[src/rtl/padlock_pkg.sv]
// Shared constants, FSM state encoding and digit extraction for the padlock code sender.
package padlock_pkg;

    localparam int DIGIT_W  = 2;
    localparam int CODE_LEN = 4;
    localparam int CODE_W   = DIGIT_W * CODE_LEN;

    typedef enum logic [2:0] {
        S_IDLE  = 3'd0,
        S_PRESS = 3'd1,
        S_GAP   = 3'd2,
        S_OPEN  = 3'd3,
        S_WAIT  = 3'd4,
        S_CHECK = 3'd5,
        S_DONE  = 3'd6
    } state_t;

    // Digit k of a code lives in bits [2k+1:2k]; digit 0 is entered first.
    function automatic logic [DIGIT_W-1:0] digit_of(input logic [CODE_W-1:0] code,
                                                    input logic [1:0]        idx);
        digit_of = code[{idx, 1'b0} +: DIGIT_W];
    endfunction

endpackage

[src/rtl/padlock_key_pulse.sv]
// Registered 2-bit digit to one-hot key pulse decoder; all keys low when not valid.
module padlock_key_pulse
    import padlock_pkg::*;
(
    input  logic               clk,
    input  logic               reset,
    input  logic               valid,
    input  logic [DIGIT_W-1:0] digit,
    output logic [3:0]         keys
);

    // One-hot key register, cleared on every cycle without a valid digit.
    always_ff @(posedge clk or negedge reset) begin
        if (!reset) begin
            keys <= 4'b0000;
        end else if (valid) begin
            case (digit)
                2'd0:    keys <= 4'b0001;
                2'd1:    keys <= 4'b0010;
                2'd2:    keys <= 4'b0100;
                2'd3:    keys <= 4'b1000;
                default: keys <= 4'b0000;
            endcase
        end else begin
            keys <= 4'b0000;
        end
    end

endmodule

[src/rtl/padlock_code_sender.sv]
// Sends 4-digit codes to a padlock as button pulses, pulses open and samples lock;
// replays one code or sweeps 0x00..0xFF until the lock opens.
module padlock_code_sender
    import padlock_pkg::*;
#(
    parameter int unsigned GAP_CYCLES  = 2,
    parameter int unsigned RESP_CYCLES = 1
) (
    input  logic              clk,
    input  logic              reset,
    input  logic              start,
    input  logic              sweep,
    input  logic [CODE_W-1:0] code,
    output logic              busy,
    output logic              done,
    output logic              success,
    output logic [CODE_W-1:0] found_code,
    output logic              but_0,
    output logic              but_1,
    output logic              but_2,
    output logic              but_3,
    output logic              open,
    input  logic              lock
);

    localparam logic [3:0]        GAP_LAST  = 4'(GAP_CYCLES - 32'd1);
    localparam logic [2:0]        RESP_LAST = 3'(RESP_CYCLES - 32'd1);
    localparam logic [1:0]        IDX_LAST  = 2'(CODE_LEN - 1);
    localparam logic [CODE_W-1:0] CODE_MAX  = 8'hFF;
    localparam bit                NO_GAP    = (GAP_CYCLES == 32'd0);

    state_t              state;
    logic [1:0]          idx;
    logic [3:0]          gap_cnt;
    logic [2:0]          resp_cnt;
    logic [CODE_W-1:0]   cur;
    logic                sweep_mode;
    logic                lock_smp;
    logic                key_valid;
    logic [DIGIT_W-1:0]  key_digit;
    logic [3:0]          keys;
    logic                gap_end;
    logic                retry;

    assign gap_end = (state == S_GAP) && (gap_cnt == GAP_LAST);
    assign retry   = lock_smp && sweep_mode && (cur != CODE_MAX);

    // The decoder registers its input, so it is fed the press that the FSM enters
    // on this edge; that keeps each button pulse aligned with its PRESS cycle.
    always_comb begin
        key_valid = 1'b0;
        key_digit = 2'd0;
        case (state)
            S_IDLE: begin
                if (start) begin
                    key_valid = 1'b1;
                    key_digit = digit_of(sweep ? 8'h00 : code, 2'd0);
                end else begin
                    key_valid = 1'b0;
                    key_digit = 2'd0;
                end
            end
            S_PRESS, S_GAP: begin
                if ((NO_GAP || gap_end) && (idx != IDX_LAST)) begin
                    key_valid = 1'b1;
                    key_digit = digit_of(cur, idx + 2'd1);
                end else begin
                    key_valid = 1'b0;
                    key_digit = 2'd0;
                end
            end
            S_CHECK: begin
                if (retry) begin
                    key_valid = 1'b1;
                    key_digit = digit_of(cur + 8'd1, 2'd0);
                end else begin
                    key_valid = 1'b0;
                    key_digit = 2'd0;
                end
            end
            default: begin
                key_valid = 1'b0;
                key_digit = 2'd0;
            end
        endcase
    end

    padlock_key_pulse u_key_pulse (
        .clk   (clk),
        .reset (reset),
        .valid (key_valid),
        .digit (key_digit),
        .keys  (keys)
    );

    assign but_0 = keys[0];
    assign but_1 = keys[1];
    assign but_2 = keys[2];
    assign but_3 = keys[3];

    // Sequencing FSM with its registered status outputs and the open pulse.
    always_ff @(posedge clk or negedge reset) begin
        if (!reset) begin
            state      <= S_IDLE;
            idx        <= 2'd0;
            gap_cnt    <= 4'd0;
            resp_cnt   <= 3'd0;
            cur        <= 8'h00;
            sweep_mode <= 1'b0;
            lock_smp   <= 1'b0;
            busy       <= 1'b0;
            done       <= 1'b0;
            success    <= 1'b0;
            found_code <= 8'h00;
            open       <= 1'b0;
        end else begin
            case (state)
                S_IDLE: begin
                    done <= 1'b0;
                    if (start) begin
                        cur        <= sweep ? 8'h00 : code;
                        sweep_mode <= sweep;
                        success    <= 1'b0;
                        found_code <= 8'h00;
                        busy       <= 1'b1;
                        idx        <= 2'd0;
                        state      <= S_PRESS;
                    end
                end
                S_PRESS: begin
                    gap_cnt <= 4'd0;
                    if (!NO_GAP) begin
                        state <= S_GAP;
                    end else if (idx != IDX_LAST) begin
                        idx   <= idx + 2'd1;
                        state <= S_PRESS;
                    end else begin
                        open  <= 1'b1;
                        state <= S_OPEN;
                    end
                end
                S_GAP: begin
                    if (gap_end) begin
                        gap_cnt <= 4'd0;
                        if (idx != IDX_LAST) begin
                            idx   <= idx + 2'd1;
                            state <= S_PRESS;
                        end else begin
                            open  <= 1'b1;
                            state <= S_OPEN;
                        end
                    end else begin
                        gap_cnt <= gap_cnt + 4'd1;
                    end
                end
                S_OPEN: begin
                    open     <= 1'b0;
                    resp_cnt <= 3'd0;
                    state    <= S_WAIT;
                end
                S_WAIT: begin
                    if (resp_cnt == RESP_LAST) begin
                        lock_smp <= lock;
                        state    <= S_CHECK;
                    end else begin
                        resp_cnt <= resp_cnt + 3'd1;
                    end
                end
                S_CHECK: begin
                    found_code <= cur;
                    if (retry) begin
                        cur   <= cur + 8'd1;
                        idx   <= 2'd0;
                        state <= S_PRESS;
                    end else begin
                        success <= ~lock_smp;
                        busy    <= 1'b0;
                        done    <= 1'b1;
                        state   <= S_DONE;
                    end
                end
                S_DONE: begin
                    done  <= 1'b0;
                    state <= S_IDLE;
                end
                default: begin
                    busy  <= 1'b0;
                    done  <= 1'b0;
                    open  <= 1'b0;
                    state <= S_IDLE;
                end
            endcase
        end
    end

endmodule

[config.mk]
export PLATFORM = sky130hd
export DESIGN_NAME = padlock_code_sender
export DESIGN_NICKNAME = d
export VERILOG_FILES = /design/src/rtl/padlock_pkg.sv /design/src/rtl/padlock_key_pulse.sv /design/src/rtl/padlock_code_sender.sv
export SDC_FILE = /design/constraint.sdc
export NUM_CORES = 1
export LEC_CHECK = 0
export CORE_MARGIN = 5
export CORE_UTILIZATION = 35
export DETAILED_ROUTE_END_ITERATION = 7
export HOLD_SLACK_MARGIN = 0.06
export PLACE_DENSITY_LB_ADDON = 0.08
export SETUP_SLACK_MARGIN = 0.05
export SLEW_MARGIN = 30
export SYNTH_ARGS = -nofsm -noshare
export SYNTH_HDL_FRONTEND = slang
export SYNTH_HIERARCHICAL = 1
export SYNTH_SLANG_ARGS = --single-unit
[constraint.sdc]
create_clock -name clk -period 2.15 [get_ports clk]
set_input_delay 0.3225 -clock clk [delete_from_list [all_inputs] [get_ports clk]]
set_output_delay 0.3225 -clock clk [all_outputs]
set_load 0.01 [all_outputs]
### Word-level counts from Yosys, hierarchy flattened

Cells that the tools add are included.

| storage, ports and cells | value |
|---|---|
| register bits | 38 |
| latch bits | 0 |
| RAM bits | 0 |
| ROM bits | 0 |
| output and inout port bits | 16 |
| memories | 0 |

| cells by class | value |
|---|---|
| $add $sub $neg | 4 |
| multipliers | 0 |
| div/mod/pow operators | 0 |
| magnitude comparators | 0 |
| equal/unequal tests | 20 |
| shift operators | 1 |
| multiplexer cells | 42 |
| bitwise gates (word level) | 4 |
| reduce and logical (&&, ||, !) cells | 26 |

Operators by type and width:

| cell | count |
|---|---|
| $mux W8 | 4 |
| $pmux W8 S2 | 2 |
| $pmux W3 S6 | 1 |
| $mux W2 | 8 |
| $ne A2 B2 Y1 const B | 8 |
| $pmux W4 S4 | 1 |
| $mux W3 | 5 |
| $reduce_and A3 Y1 | 5 |
| $pmux W2 S3 | 2 |
| $mux W1 | 10 |
| $reduce_and A2 Y1 | 5 |
| $reduce_or A5 Y1 | 2 |
| $eq A3 B3 Y1 const B | 3 |
| $add A8 B1 Y8 const B | 1 |
| $mux W4 | 2 |
| $ne A8 B8 Y1 const B | 1 |
| $pmux W4 S2 | 1 |
| $shiftx A8 B4 Y2 | 1 |
| $eq A3 B2 Y1 const B | 2 |
| $logic_not A3 Y1 | 2 |
| $pmux W1 S2 | 3 |
| $pmux W1 S3 | 2 |
| $pmux W3 S2 | 1 |
| $reduce_bool A2 Y1 | 3 |
| 15 further kinds | 22 |

### Longest topological paths before layout

| depth | value |
|---|---|
| word-level depth | 8 |
| depth in mapped cells | 7 |

### Cells and area by module

The synthesis kept the hierarchy.

Modules (own cells, without submodules):

| module | times used | cells each | area each (um^2) |
|---|---|---|---|
| padlock_code_sender | 1 | 187 | 1924.3 |
| padlock_key_pulse | 1 | 8 | 137.6 |

### Worst setup path before layout

No wires, ideal clock.

| path | value |
|---|---|
| path type | register -> register |
| start | register cur[0] |
| end | register u_key_pulse.keys[2] |
| setup time | 0.120 ns |
| arrival time | 1.864 ns |
| required time | 2.030 ns |
| path slack | 0.166 ns |
| stages on the path, launching flop included | 7 |
| path buffers | 1 |
| period minus slack after synthesis | 1.984 ns |
| cell sequence | dfrtp_1 -> ha_1 -> and3_1 -> buf_2 -> a311o_1 -> o21ai_0 -> and3b_1 |

| between the ends | value |
|---|---|
| word-level cells in the longest chain between the ends | 7 |
| elaborated cells between the ends (all ways) | 15 |
| classes of those cells | 1 x add/sub; 4 x eq/ne; 1 x shift; 7 x mux; 2 x reduce/logical |

Ends and longest elaborated chain:

| element | line | text |
|---|---|---|
| start, declared | padlock_code_sender.sv:36 | `logic [CODE_W-1:0] cur;` |
| start signal, assigned | padlock_code_sender.sv:121 | `cur <= sweep ? 8'h00 : code;` |
| start signal, assigned | padlock_code_sender.sv:172 | `cur <= cur + 8'd1;` |
| parallel branches: the longest is 3 deep, another holds $add A8 B1 Y8 | - |  |
| $pmux W2 S3 * | padlock_code_sender.sv:53 | `case (state)` |
| net key_digit[0] | padlock_code_sender.sv:40 | `logic [DIGIT_W-1:0] key_digit;` |
| $eq A2 B2 Y1, or another cell as far along | padlock_key_pulse.sv:17 | `case (digit)` |
| $pmux W4 S4 * | padlock_key_pulse.sv:17 |  |
| $mux W4 * | padlock_key_pulse.sv:16 | `end else if (valid) begin` |
| end signal, assigned | padlock_key_pulse.sv:15 | `keys <= 4'b0000;` |
| end signal, assigned | padlock_key_pulse.sv:18 | `2'd0: keys <= 4'b0001;` |
| end signal, assigned | padlock_key_pulse.sv:19 | `2'd1: keys <= 4'b0010;` |
| end, declared | padlock_key_pulse.sv:9 | `output logic [3:0] keys` |

Mark *: on every way through the listed nets, which the timed path passes.
A chain may end at the register's enable or synchronous reset.

### Final worst setup path

| path | value |
|---|---|
| start | register idx[0] |
| end | register u_key_pulse.keys[2] |

| between the ends | value |
|---|---|
| word-level cells in the longest chain between the ends | 7 |
| elaborated cells between the ends (all ways) | 14 |
| classes of those cells | 1 x add/sub; 4 x eq/ne; 1 x shift; 6 x mux; 2 x reduce/logical |

Ends and longest elaborated chain:

| element | line | text |
|---|---|---|
| start, declared | padlock_code_sender.sv:33 | `logic [1:0] idx;` |
| start signal, assigned | padlock_code_sender.sv:135 | `idx <= idx + 2'd1;` |
| start signal, assigned | padlock_code_sender.sv:146 | `idx <= idx + 2'd1;` |
| $add A2 B1 Y2 or $ne A2 B2 Y1 (tied branches) | padlock_code_sender.sv:66, padlock_code_sender.sv:64 |  |
| $shiftx A8 B4 Y2 or $logic_and A1 B1 Y1 (tied branches) | padlock_pkg.sv:21, padlock_code_sender.sv:64 |  |
| $mux W2 * | padlock_code_sender.sv:64 | `if ((NO_GAP \|\| gap_end) && (idx != IDX_LAST)) begin` |
| $pmux W2 S3 * | padlock_code_sender.sv:53 |  |
| net key_digit[1] | padlock_code_sender.sv:40 |  |
| $eq A2 B2 Y1, or another cell as far along | padlock_key_pulse.sv:17 |  |
| $pmux W4 S4 * | padlock_key_pulse.sv:17 |  |
| $mux W4 * | padlock_key_pulse.sv:16 |  |

The timed path passes the listed nets; every way through them passes the cells marked *.

==> results.toml <==
[status]
status = "finished, final reports clean"

[timing]
final-hold-violation-count = 0
post-route-min-period_ns = 1.961
fin_skew_ns = 0.005158
finalSetupTns_ns = 0
fmaxAchievable_mhz = 510.0
finalCritPeriodShare_pct = 91.20
rsz0062_at_grt = "no"
setup_violations = 0
maxSlewHeadroom_pct = 63.11
drv_slew = 0
worst_slew_pin_slew_ns = 0.5514
fin_hold_ws_ns = 0.5081

[logic_synthesis]
synth.top_cell.area_share_pct = 46.12
syn_nets = 214
syn-mean-instance-area_sq_um = 10.57
synth_area_leader_cell = "dfrtp_1"
synth_area_leaders = "dfrtp_1 (46%), ha_1 (3.6%), nand2_1 (3.6%)"
synth_edf_count = 0
ys.flop_type = "dfrtp_1"
syn_area_sq_um = 2062
ys_types = 62
synth_seq_cells = 38
yosys_warnings = 6
postSynthCellCount = 195
synthArstFlopShare_pct = 100.0
yosysSeqAreaShare_pct = 46.12

[cts]
clock_path_buffers = 2
clkLatencyLatePin_ns = 0.29
numClockSinks = 38
cts_buffers = 5
cts_setup_buffers = 0
cts.htree.levels = 2
cts_tree = "done"
path_clk_slew_ns = 0.07
cts_root_buf = "clkbuf_8"

[critical_path]
cp_max_fo = 4
r2r_start = "idx[0]"
worst_r2r_path_depth = 5
crit_required_ns = 2.33
critPathCaptureType = "flip-flop"
worstSetupPathType = "reg -> reg"
startpoint_type = "flip-flop"
cp-startpoint = "idx[0]"
cp.arrival_ns = 2.14

[job]
maxCapViolations = 0

[power]
powerDensity_nw_per_um2 = 1264
total_leakage_power_nw = 1.156
power.switching_w = 0.001258
pwr-share-clk_pct = 15.4
combPwrFrac_pct = 46.0
seq_power_share_pct = 38.6
p_int_w = 0.001997
peakVddDrop_v = 0.0005293
netSwitchingFraction_pct = 38.66

[final_layout]
fill_cells = 574
multi_input_area_sq_um = 1031
drive_gt1_share_pct = 15.68
syn2layout_area_growth_pct = 24.88
utilization_pct = 44.28
mostFrequentLayoutCells = "dfrtp_1 (38), clkdlybuf4s50_1 (27), nand2_1 (20)"
antenna-diode-count = 0
seq_area_sq_um = 950.9
nNetsFinal = 254
final_common_cell = "dfrtp_1"

[floorplanning]
die_area_sq_um = 7526
fp.dieH_um = 86.76
start_util_pct = 35.46
die_x_um = 86.76
io_pins = 29
rows = 28
coreArea_sq_um = 5816

[placed_design]
place_congestion = 0.8383
io_buffer_count = 28
place_hpwl_um = 3809

[global_routing]
grt_usage_pct = 14.64
grt_pass1_vias = 1760
antenna_found_initial = 0
globalRouteOverflowTotal = 0
grt_pass1_wl_um = 8700
grt_max_degree = 39

[routing]
drt-pass1-iter-count = 4
wirelength_um = 5174
wire_per_inst_um = 16.64
drt_iter0_drc = 103
drtAntennaViolNets = 0
drc_errors = 0
dr_total_vias = 1729
avgViaCountPerCell = 5.559

[min_path]
min_path_type = "reg -> reg"
worstHoldStart = "resp_cnt[2]"
hold_path_depth = 1
## power groups by stage
| stage | Sequential, W | Clock [W] | Combinational (W) |
|---|---|---|---|
| 3_3_place_gp | 0.00125 | 0 | 0.00149 |
| 4_1_cts | 0.00125 | 0.000526 | 0.00150 |
| 3_5_place_dp | 0.00127 | 0 | 0.00150 |
| 2_1_floorplan | 0.00124 | 0 | 0.000939 |
| 6_report | 0.00126 | 0.000502 | 0.00150 |
| 5_1_grt | 0.00130 | 0.000565 | 0.00165 |
## state kept, by name, summed over array words and instances, names as in the netlist
register	cells
done	1
resp_cnt	3
state	3
success	1
cur	8
lock_smp	1
sweep_mode	1
idx	2
u_key_pulse/keys	4
gap_cnt	4
open	1
found_code	8
busy	1
## cell type report
type                            instances  area share (%)
Clock buffer                            7           3.353
Multi-Input combinational cell        142           40.04
Tap cell                               75           3.644
Clock inverter                          1          0.1944
Sequential cell                        38           36.93
Timing Repair Buffer                   42           14.97
Inverter                                6          0.8746
## worst max-delay path: stages (launching register included)
cell and delay, ns:
dfrtp_1 0.44, ha_1 0.38, mux4_2 0.52, a32oi_1 0.18, nand2_1 0.13, and3b_1 0.20
## stage by stage
stage | setup slack [ns] | instance area, sq um | instances | total power, W
after global placement | 0.2002 | 2471 | 302 | 0.002745
after detailed placement | 0.1497 | 2471 | 302 | 0.002768
after floorplan | 0.1662 | 2062 | 195 | 0.002174
after CTS | 0.1389 | 2562 | 310 | 0.003283
final | 0.1893 | 2575 | 311 | 0.003255
after global routing | 0.06171 | 2575 | 311 | 0.003514
## cells by family after synthesis
logic type	synth area share [%]
simple gates	20.87
compound gates	20.81
flops	46.12
buf+inv	3.884
mux	4.247
fa+ha+maj	3.641
xor+xnor	0.4248
## path summary, 6_finish.rpt
kind	to	slack, ns
max in group asynchronous	state[0]	1.26
worst max-delay path	u_key_pulse/keys[2]	0.19
min in group asynchronous	u_key_pulse/keys[0]	0.55
worst max register to register	u_key_pulse/keys[2]	0.19
worst min register to register	resp_cnt[2]	0.51
worst min-delay path	resp_cnt[2]	0.51
## cells in the mapped netlist (3+ instances only)
cell and n:
dfrtp_1 38, nand2_1 20, a21oi_1 13, nor2_1 9, o21ai_0 9, a22o_1 8
nand3_1 7, ha_1 6, inv_1 5, a21o_1 4, a31oi_1 4, buf_2 4
and3b_1 3, nor3_1 3
## per-layer routing
metal	part of all wire (%)	track usage [%]	vias up
li1	-	-	816
met2	48	24.76	38
met1	47	18.45	869
met4	1.3	4.958	0
met3	3.2	3.232	6
met5	0	0	-
## what timing repair did
item | 4_1_cts | 5_1_grt
gates resized for setup | 0 | 1
endpoints found under the setup margin | 0 | 3
endpoints found under the hold margin | 0 | 38
hold buffers | 0 | 1
Note: power is estimated with default switching activity, not from simulation.
